### config.mk
export PLATFORM = sky130hd
export DESIGN_NAME = magni_to_compl_serial
export DESIGN_NICKNAME = d
export VERILOG_FILES = /design/src/rtl/magni_pkg.sv /design/src/rtl/serial_negate_cell.sv /design/src/rtl/magni_to_compl_serial.sv
export SDC_FILE = /design/constraint.sdc
export NUM_CORES = 1
export LEC_CHECK = 0
export CAP_MARGIN = 20
export CORE_MARGIN = 2
export CORE_UTILIZATION = 55
export DETAILED_ROUTE_END_ITERATION = 16
export DONT_BUFFER_PORTS = 1
export MAX_ROUTING_LAYER = met4
export PLACE_DENSITY_LB_ADDON = 0.15
export SYNTH_ARGS = -nofsm -noshare
export SYNTH_HDL_FRONTEND = slang
export SYNTH_SLANG_ARGS = --single-unit
export TNS_END_PERCENT = 1
### constraint.sdc
create_clock -name clk -period 2.49 [get_ports clk]
set_input_delay 0.1245 -clock clk [delete_from_list [all_inputs] [get_ports clk]]
set_output_delay 0.1245 -clock clk [all_outputs]
set_load 0.03 [all_outputs]
### src/rtl/magni_pkg.sv
`default_nettype none
// ============================================================================
// Module  : magni_pkg
// Purpose : Shared constants and state encoding for the sign-magnitude /
//           two's-complement serial conversion blocks. The
//           complement-to-magnitude path imports it as well.
// Contents: MAGNI_W   - full word width (sign + magnitude)
//           MAG_BITS  - magnitude width, also the number of shift cycles
//           CNT_W     - width of the shift-cycle counter
//           LAST_CNT  - counter value of the final shift cycle
//           conv_state_t - IDLE / SHIFT / DONE
// Revision: 1.0 - initial release
// ============================================================================
package magni_pkg;

    localparam int MAGNI_W  = 6;
    localparam int MAG_BITS = MAGNI_W - 1;
    localparam int CNT_W    = 3;

    localparam logic [CNT_W-1:0] LAST_CNT = CNT_W'(MAG_BITS - 1);

    typedef enum logic [1:0] {
        IDLE  = 2'd0,
        SHIFT = 2'd1,
        DONE  = 2'd2
    } conv_state_t;

endpackage : magni_pkg
`default_nettype wire

### src/rtl/serial_negate_cell.sv
`default_nettype none
// ============================================================================
// Module  : serial_negate_cell
// Purpose : One-bit serial two's-complement negation cell. Bits arrive LSB
//           first. While negating, bits are copied through up to and
//           including the first '1'; every later bit is inverted.
// Ports   : clk     - rising-edge clock
//           rst     - synchronous active-high reset
//           clr     - start of a new word, clears the seen-one flag
//           en      - a bit is being processed this cycle
//           neg     - 1 = negate the stream, 0 = pass through
//           bit_in  - current input bit
//           bit_out - current output bit (combinational from bit_in)
// Revision: 1.0 - initial release
// ============================================================================
module serial_negate_cell (
    input  logic clk,
    input  logic rst,
    input  logic clr,
    input  logic en,
    input  logic neg,
    input  logic bit_in,
    output logic bit_out
);

    logic seen_one_q;
    logic seen_one_d;

    always_comb begin
        seen_one_d = seen_one_q;
        if (clr) begin
            seen_one_d = 1'b0;
        end else if (en) begin
            seen_one_d = seen_one_q | bit_in;
        end
        // The first '1' itself passes unchanged because the flag only
        // updates after this bit has been produced.
        bit_out = neg ? (bit_in ^ seen_one_q) : bit_in;
    end

    always_ff @(posedge clk) begin
        if (rst) begin
            seen_one_q <= 1'b0;
        end else begin
            seen_one_q <= seen_one_d;
        end
    end

endmodule : serial_negate_cell
`default_nettype wire

### src/rtl/magni_to_compl_serial.sv
`default_nettype none
// ============================================================================
// Module  : magni_to_compl_serial
// Purpose : Bit-serial converter from 6-bit sign-magnitude to 6-bit two's
//           complement. Magnitude bits are fed LSB first through a single
//           serial_negate_cell over five SHIFT cycles. Valid/ready
//           handshakes on input and output.
// Ports   : clk        - rising-edge clock
//           rst        - synchronous active-high reset
//           in_valid   - magni_in holds a value to convert
//           in_ready   - high only in IDLE
//           magni_in   - bit5 sign, bits4:0 magnitude
//           out_valid  - compl_out valid, high only in DONE
//           out_ready  - downstream accepts compl_out
//           compl_out  - registered two's-complement result
//           neg_zero   - negative-zero flag (only with MAGNI_NEGZERO_FLAG_EN)
// Options : MAGNI_NEGZERO_FLAG_EN - adds the neg_zero output and its flop
// Revision: 1.0 - initial release
// ============================================================================
module magni_to_compl_serial
    import magni_pkg::*;
(
    input  logic               clk,
    input  logic               rst,
    input  logic               in_valid,
    output logic               in_ready,
    input  logic [MAGNI_W-1:0] magni_in,
    output logic               out_valid,
    input  logic               out_ready,
    output logic [MAGNI_W-1:0] compl_out
`ifdef MAGNI_NEGZERO_FLAG_EN
    ,
    output logic               neg_zero
`endif
);

    conv_state_t         state_q;
    logic [MAG_BITS-1:0] mag_sr_q;
    logic                sgn_q;
    logic [CNT_W-1:0]    bit_cnt_q;
    logic [MAGNI_W-1:0]  res_q;

    logic                w_accept;
    logic                w_shift_en;
    logic                w_last;
    logic                w_out_bit;
    logic [MAG_BITS-1:0] res_mag_d;
    logic                w_mag_nz;

    assign in_ready   = (state_q == IDLE);
    assign out_valid  = (state_q == DONE);
    assign compl_out  = res_q;

    assign w_accept   = (state_q == IDLE) && in_valid;
    assign w_shift_en = (state_q == SHIFT);
    assign w_last     = (bit_cnt_q == LAST_CNT);

    serial_negate_cell u_negate (
        .clk     (clk),
        .rst     (rst),
        .clr     (w_accept),
        .en      (w_shift_en),
        .neg     (sgn_q),
        .bit_in  (mag_sr_q[0]),
        .bit_out (w_out_bit)
    );

    // Result bits enter from the top of the magnitude field so that after
    // five shifts the first (LSB) output bit sits at bit 0.
    always_comb begin
        res_mag_d = {w_out_bit, res_q[MAG_BITS-1:1]};
        // Serial negation of a magnitude is nonzero exactly when the
        // magnitude had a '1' somewhere, so on the final shift this OR is
        // the cell's updated seen-one state.
        w_mag_nz  = |res_mag_d;
    end

`ifdef MAGNI_NEGZERO_FLAG_EN
    logic neg_zero_q;
    assign neg_zero = neg_zero_q;
`endif

    always_ff @(posedge clk) begin
        if (rst) begin
            state_q    <= IDLE;
            mag_sr_q   <= '0;
            sgn_q      <= 1'b0;
            bit_cnt_q  <= '0;
            res_q      <= '0;
`ifdef MAGNI_NEGZERO_FLAG_EN
            neg_zero_q <= 1'b0;
`endif
        end else begin
            case (state_q)
                IDLE: begin
                    if (in_valid) begin
                        mag_sr_q  <= magni_in[MAG_BITS-1:0];
                        sgn_q     <= magni_in[MAGNI_W-1];
                        res_q     <= '0;
                        bit_cnt_q <= '0;
                        state_q   <= SHIFT;
                    end
                end

                SHIFT: begin
                    res_q[MAG_BITS-1:0] <= res_mag_d;
                    mag_sr_q            <= mag_sr_q >> 1;
                    bit_cnt_q           <= bit_cnt_q + CNT_W'(1);
                    if (w_last) begin
                        // Negative zero keeps a clear sign bit.
                        res_q[MAGNI_W-1] <= sgn_q & w_mag_nz;
`ifdef MAGNI_NEGZERO_FLAG_EN
                        neg_zero_q       <= sgn_q & ~w_mag_nz;
`endif
                        state_q          <= DONE;
                    end
                end

                DONE: begin
                    // compl_out is held; nothing is accepted here.
                    if (out_ready) begin
`ifdef MAGNI_NEGZERO_FLAG_EN
                        neg_zero_q <= 1'b0;
`endif
                        state_q    <= IDLE;
                    end
                end

                default: begin
                    state_q <= IDLE;
                end
            endcase
        end
    end

endmodule : magni_to_compl_serial
`default_nettype wire

==> results of run 1 <==
metrics by stage:
step                      instances  area (sq um)
after floorplan                  93           841
after global placement          104           836
after detailed placement        104           836
after CTS                       111           902
after global routing            111           902
final                           111           902
power by group through the flow:
| stage | combinational (mW) | clock (mW) | sequential (mW) |
|---|---|---|---|
| finish | 0.0627 | 0.177 | 0.314 |
| global route | 0.0720 | 0.191 | 0.316 |
| CTS | 0.0628 | 0.180 | 0.314 |
| detailed placement | 0.0552 | 0 | 0.320 |
| global placement | 0.0542 | 0 | 0.319 |
| floorplan | 0.0557 | 0 | 0.315 |
flip-flops by register name, summed over array words and instances, names as in the netlist:
name                 count
sgn_q                    1
mag_sr_q                 5
u_negate.seen_one_q      1
compl_out                6
bit_cnt_q                3
state_q                  2
placed cells by master (no fill, tap or decap), types with 2 or more instances in the layout:
| cell | instances |
|---|---|
| dfxtp_1 | 18 |
| nor2_1 | 15 |
| a22oi_1 | 8 |
| a21oi_1 | 6 |
| inv_1 | 5 |
| nor2b_1 | 5 |
| nand2b_1 | 3 |
| nor3_1 | 3 |
| ha_1 | 3 |
| clkbuf_4 | 3 |
| dlygate4sd3_1 | 3 |
| mux2i_1 | 2 |
| o21ba_2 | 2 |
| o21ai_0 | 2 |
| or3b_2 | 2 |
critical path: stages (launching register included):
cell      delay [ns]
dfxtp_1         0.47
o21bai_1        0.73
a21oi_1         0.16
o21a_1          0.13
area by class of cell:
cell class	count	area (sq um)
fillers	144	569
flip-flops and latches	18	360
multi-input cells	64	429
inverters	5	18.8
clock buffers	4	36.3
well taps	16	20.0
repair buffers	4	37.5
cell families (layout without fill, tap and decap cells):
| kind of cell | count (synthesis) | count (layout) | synth area share, % |
|---|---|---|---|
| simple gates | 36 | 36 | 25.0 |
| compound gates | 22 | 22 | 17.9 |
| flops | 18 | 18 | 42.9 |
| buf+inv | 11 | 13 | 6.10 |
| mux | 3 | 3 | 3.72 |
| fa+ha+maj | 3 | 3 | 4.46 |
path summary, 6_finish.rpt:
kind	startpoint	end	slack (ns)	depth (start not counted)
max	state_q[0]	mag_sr_q[0]	0.91	3
min	rst	compl_out[5]	0.02	2
max reg2reg	state_q[0]	mag_sr_q[0]	0.91	3
min reg2reg	mag_sr_q[1]	mag_sr_q[1]	0.51	2
metal layers:
layer,global-route usage (%),up-vias,part of all wire (%)
li1,-,327,-
met1,22.3,292,47
met2,28.4,10,50
met3,3.83,0,3.3
met4,7.27,0,0
met5,-,-,0
repair_timing:
| action | CTS | global route |
|---|---|---|
| hold endpoints to repair | 17 | 0 |
| buffers inserted | 0 | 0 |
| hold buffers | 3 | 0 |
==> results.cfg, run 1 <==
[outcome]
run_status = complete, no violations

[sta]
setup_viol_count_final = 0
worst_pin_slew_ns = 0.819
hold_ws_ns = 0.0156
slew_viol_final = 0
relSlewSlack_pct = 45.3
finalSetupTns_ns = 0
fin_ws_ns = 0.905
hold_viol = 0
rsz0062_at_grt = no
period_needed_ns = 1.58
fmax_mhz = 631
clock_skew_ns = 0.00432
period_share_pct = 63.7

[power]
swShare_pct = 24.4
power_mw = 0.554
seqPwrFrac_pct = 56.6
leakage_nw = 0.354
p_int_mw = 0.419
clockPowerShare_pct = 32.0
net-switching-power_mw = 0.135
ir_drop_mv = 0.386
power.density_nw_per_um2 = 614
power_frac_comb_pct = 11.3

[floorplanning]
io_pins = 18
rows = 14
initial_core_util_pct = 57.1
dieArea_sq_um = 1860
core_area_sq_um = 1470
dieHeight_um = 43.1
die_x_um = 43.1

[setup_path]
arrival_ns = 1.78
required_ns = 2.69
critPathKind = reg2reg
end_kind = flip-flop
cp_max_fo = 17
worstSetupStartpointType = flip-flop

[final_layout]
drive_gt1_share_pct = 12.6
syn2layout_area_growth_pct = 7.29
final_util_pct = 61.3
diodes = 0
fin_nets = 109

[logic_synthesis]
synth_largest_type_area_fraction_pct = 42.9
synth_area_leader_cell = dfxtp_1
ys.flop_type = dfxtp_1
ys_top_cells_by_area = dfxtp_1 43%, a22oi_1 7.1%, nor2_1 6.7%, ha_1 4.5%, nor2b_1 3.7%
ys.warnings.count = 0
synthArstFlopShare_pct = 0
ys_ff_latch = 18
synth_edf_count = 0
synth.most_common_cell = dfxtp_1
ys_seq_area_share_pct = 42.9
synth_nets = 106
syn_area_sq_um = 841
syn_avg_cell_area_sq_um = 9.04
syn_inst = 93
ys_top_cells_by_count = 18 x dfxtp_1, 15 x nor2_1, 8 x a22oi_1
synth_cell_type_count = 30

[clock_tree]
cts_buffer_depth = 2
cts_tree = yes
htree_num_levels = 1
cts-resized-gates = 0
cts.sinks = 18
cts_buffers = 3
clkLatencyLatePin_ns = 0.29
cts_root_buf = clkbuf_4
cts.clk_slew.worst_paths_ns = 0.10

[drt]
viasPerCell = 5.67
post_drt_wl_per_cell_um = 13.8
wirelength_um = 1530
drt_iter0_drc = 18
num_vias = 629
post-route-drc-count = 0
postRouteAntennaNets = 0
drtPass1Iterations = 4

[run]
maxCapViolations = 0

[global_route]
antenna_found_initial = 0
track_usage_pct = 18.0
gr-total-overflow = 0
grt_max_degree = 18
grt_pass1_vias = 588
grt_pass1_wl_um = 2460

[place]
dpl.hpwl_um = 1040
gp_congestion = 0.800
post-place-ws_ns = 0.911
portBuffers = 0

[hold_path]
hold_path.class = in2reg
(Power assumes the default switching activity.)
==> run 2, diff against run 1 <==
CORE_UTILIZATION = 53   (was 55)
clock period = 1.45 ns   (was 2.49 ns; I/O delays follow)
==> results.cfg, run 2 (same netlist as run 1, synthesis figures left out) <==
[outcome]
run_status = complete, no violations

[global_route]
gr-total-overflow = 0
grt_pass1_vias = 649
track_usage_pct = 20.2
grt_max_degree = 20
antenna_found_initial = 0
grt_pass1_wl_um = 2860

[sta]
slew_viol_final = 0
period_needed_ns = 1.40
worst_pin_slew_ns = 0.647
fmax_mhz = 713
clock_skew_ns = 0.00644
rsz0062_at_grt = yes
period_share_pct = 96.7
hold_ws_ns = 0.00965
setup_viol_count_final = 0
relSlewSlack_pct = 56.7
hold_viol = 0

[drt]
drt_iter0_drc = 16
post_drt_wl_per_cell_um = 13.8
drtPass1Iterations = 3
viasPerCell = 5.52
wirelength_um = 1670
num_vias = 668
postRouteAntennaNets = 0
post-route-drc-count = 0

[final_layout]
drive_gt1_share_pct = 27.6
fillers = 135
largest_reg_flops = 6
fin_nets = 119
layout_commonest_cell = nor2_1
diodes = 0
fin_area_sq_um = 987
layout_common_cells = 15 x nor2_1, 12 x dfxtp_1, 11 x buf_4, 8 x a22oi_1
multiInputGateArea_sq_um = 432
seq_area_sq_um = 368
syn2layout_area_growth_pct = 17.4

[floorplanning]
die_x_um = 43.8
initial_core_util_pct = 56.5
dieHeight_um = 43.8
dieArea_sq_um = 1920
io_pins = 18
core_area_sq_um = 1490
rows = 14

[clock_tree]
clkLatencyLatePin_ns = 0.29
cts_buffers = 3
cts_tree = yes
cts_buffer_depth = 2
cts.clk_slew.worst_paths_ns = 0.11
postCtsSetupBuffers = 0
cts_root_buf = clkbuf_4
cts.sinks = 18
htree_num_levels = 1

[setup_path]
cp_max_fo = 3
reg2reg_to = compl_out[5]
critPathKind = reg2reg
r2r_cells = 5
r2r_slack_ns = 0.05
required_ns = 1.68
worstSetupStartpointType = flip-flop
startpoint = bit_cnt_q[0]
arrival_ns = 1.63
end_kind = flip-flop
setup.worst_path.end = compl_out[5]
r2r-start = bit_cnt_q[0]

[place]
gp_congestion = 0.746
dpl.hpwl_um = 1200
placed_area_sq_um = 911
portBuffers = 0

[run]
maxCapViolations = 0

[power]
power.density_nw_per_um2 = 988
ir_drop_mv = 0.645
leakage_nw = 0.407

[hold_path]
hold_path.class = in2reg
-- run 2: changes by cell type in the layout (fill, tap and decap cells not counted) --
cell / before / now
buf_4: 1 / 11
dfxtp_1: 18 / 12
dfxtp_2: 0 / 6
ha_1: 3 / 2
ha_2: 0 / 1
-- run 2: worst max-delay path, stage by stage, from the launching register on --
cell and delay (ns):
dfxtp_2 0.34, inv_1 0.06, ha_2 0.19, and4b_4 0.21, or4b_1 0.46, o21ai_0 0.08
-- run 2: final cells by class --
cell class,instances,share of cell area (%)
timing repair buffer,14,11.4
sequential,18,37.3
multi-input combinational,64,43.7
inverter,5,1.90
tap,16,2.03
clock buffer,4,3.68
-- run 2: worst min path at each step --
stage,slack (ns),startpoint,cells after the start,end
floorplan,0.22,magni_in[5],2,sgn_q
global placement,0.14,rst,1,bit_cnt_q[2]
detailed placement,0.15,rst,1,bit_cnt_q[2]
CTS,0.008,in_valid,2,mag_sr_q[0]
global route,0.003,in_valid,2,mag_sr_q[0]
finish,0.01,in_valid,2,mag_sr_q[0]
-- run 2: repair_timing --
action,4_1_cts,5_1_grt
hold buffers,3,0
pin swaps,0,1
gates resized for setup,3,4
endpoints found under the hold margin,18,0
endpoints found under the setup margin,1,3
-- run 2: power by group --
| group | switching [mW] | internal, mW | total (mW) |
|---|---|---|---|
| sequential | 0.0172 | 0.517 | 0.535 |
| combinational | 0.0675 | 0.0652 | 0.133 |
| clock | 0.155 | 0.153 | 0.308 |
-- run 2: stage by stage --
stage | power [mW] | setup TNS [ns] | util (%) | cells | worst slack, ns
finish | 0.975 | 0 | 66.3 | 121 | 0.0480
global route | 1.03 | -0.0165 | 66.3 | 121 | -0.0165
CTS | 0.993 | 0 | 66.0 | 121 | 0.0124
detailed placement | 0.663 | 0 | 61.2 | 114 | 0.00863
global placement | 0.657 | 0 | 61.2 | 114 | 0.0477
floorplan | 0.637 | 0 | - | 93 | 0.103
-- run 2: metal layers --
layer	share of wire, %	vias to the layer above	global-route usage, %
met2	49	9	32.1
li1	-	345	-
met5	0	-	-
met3	2.0	4	2.50
met1	47	310	26.3
met4	1.1	0	7.27
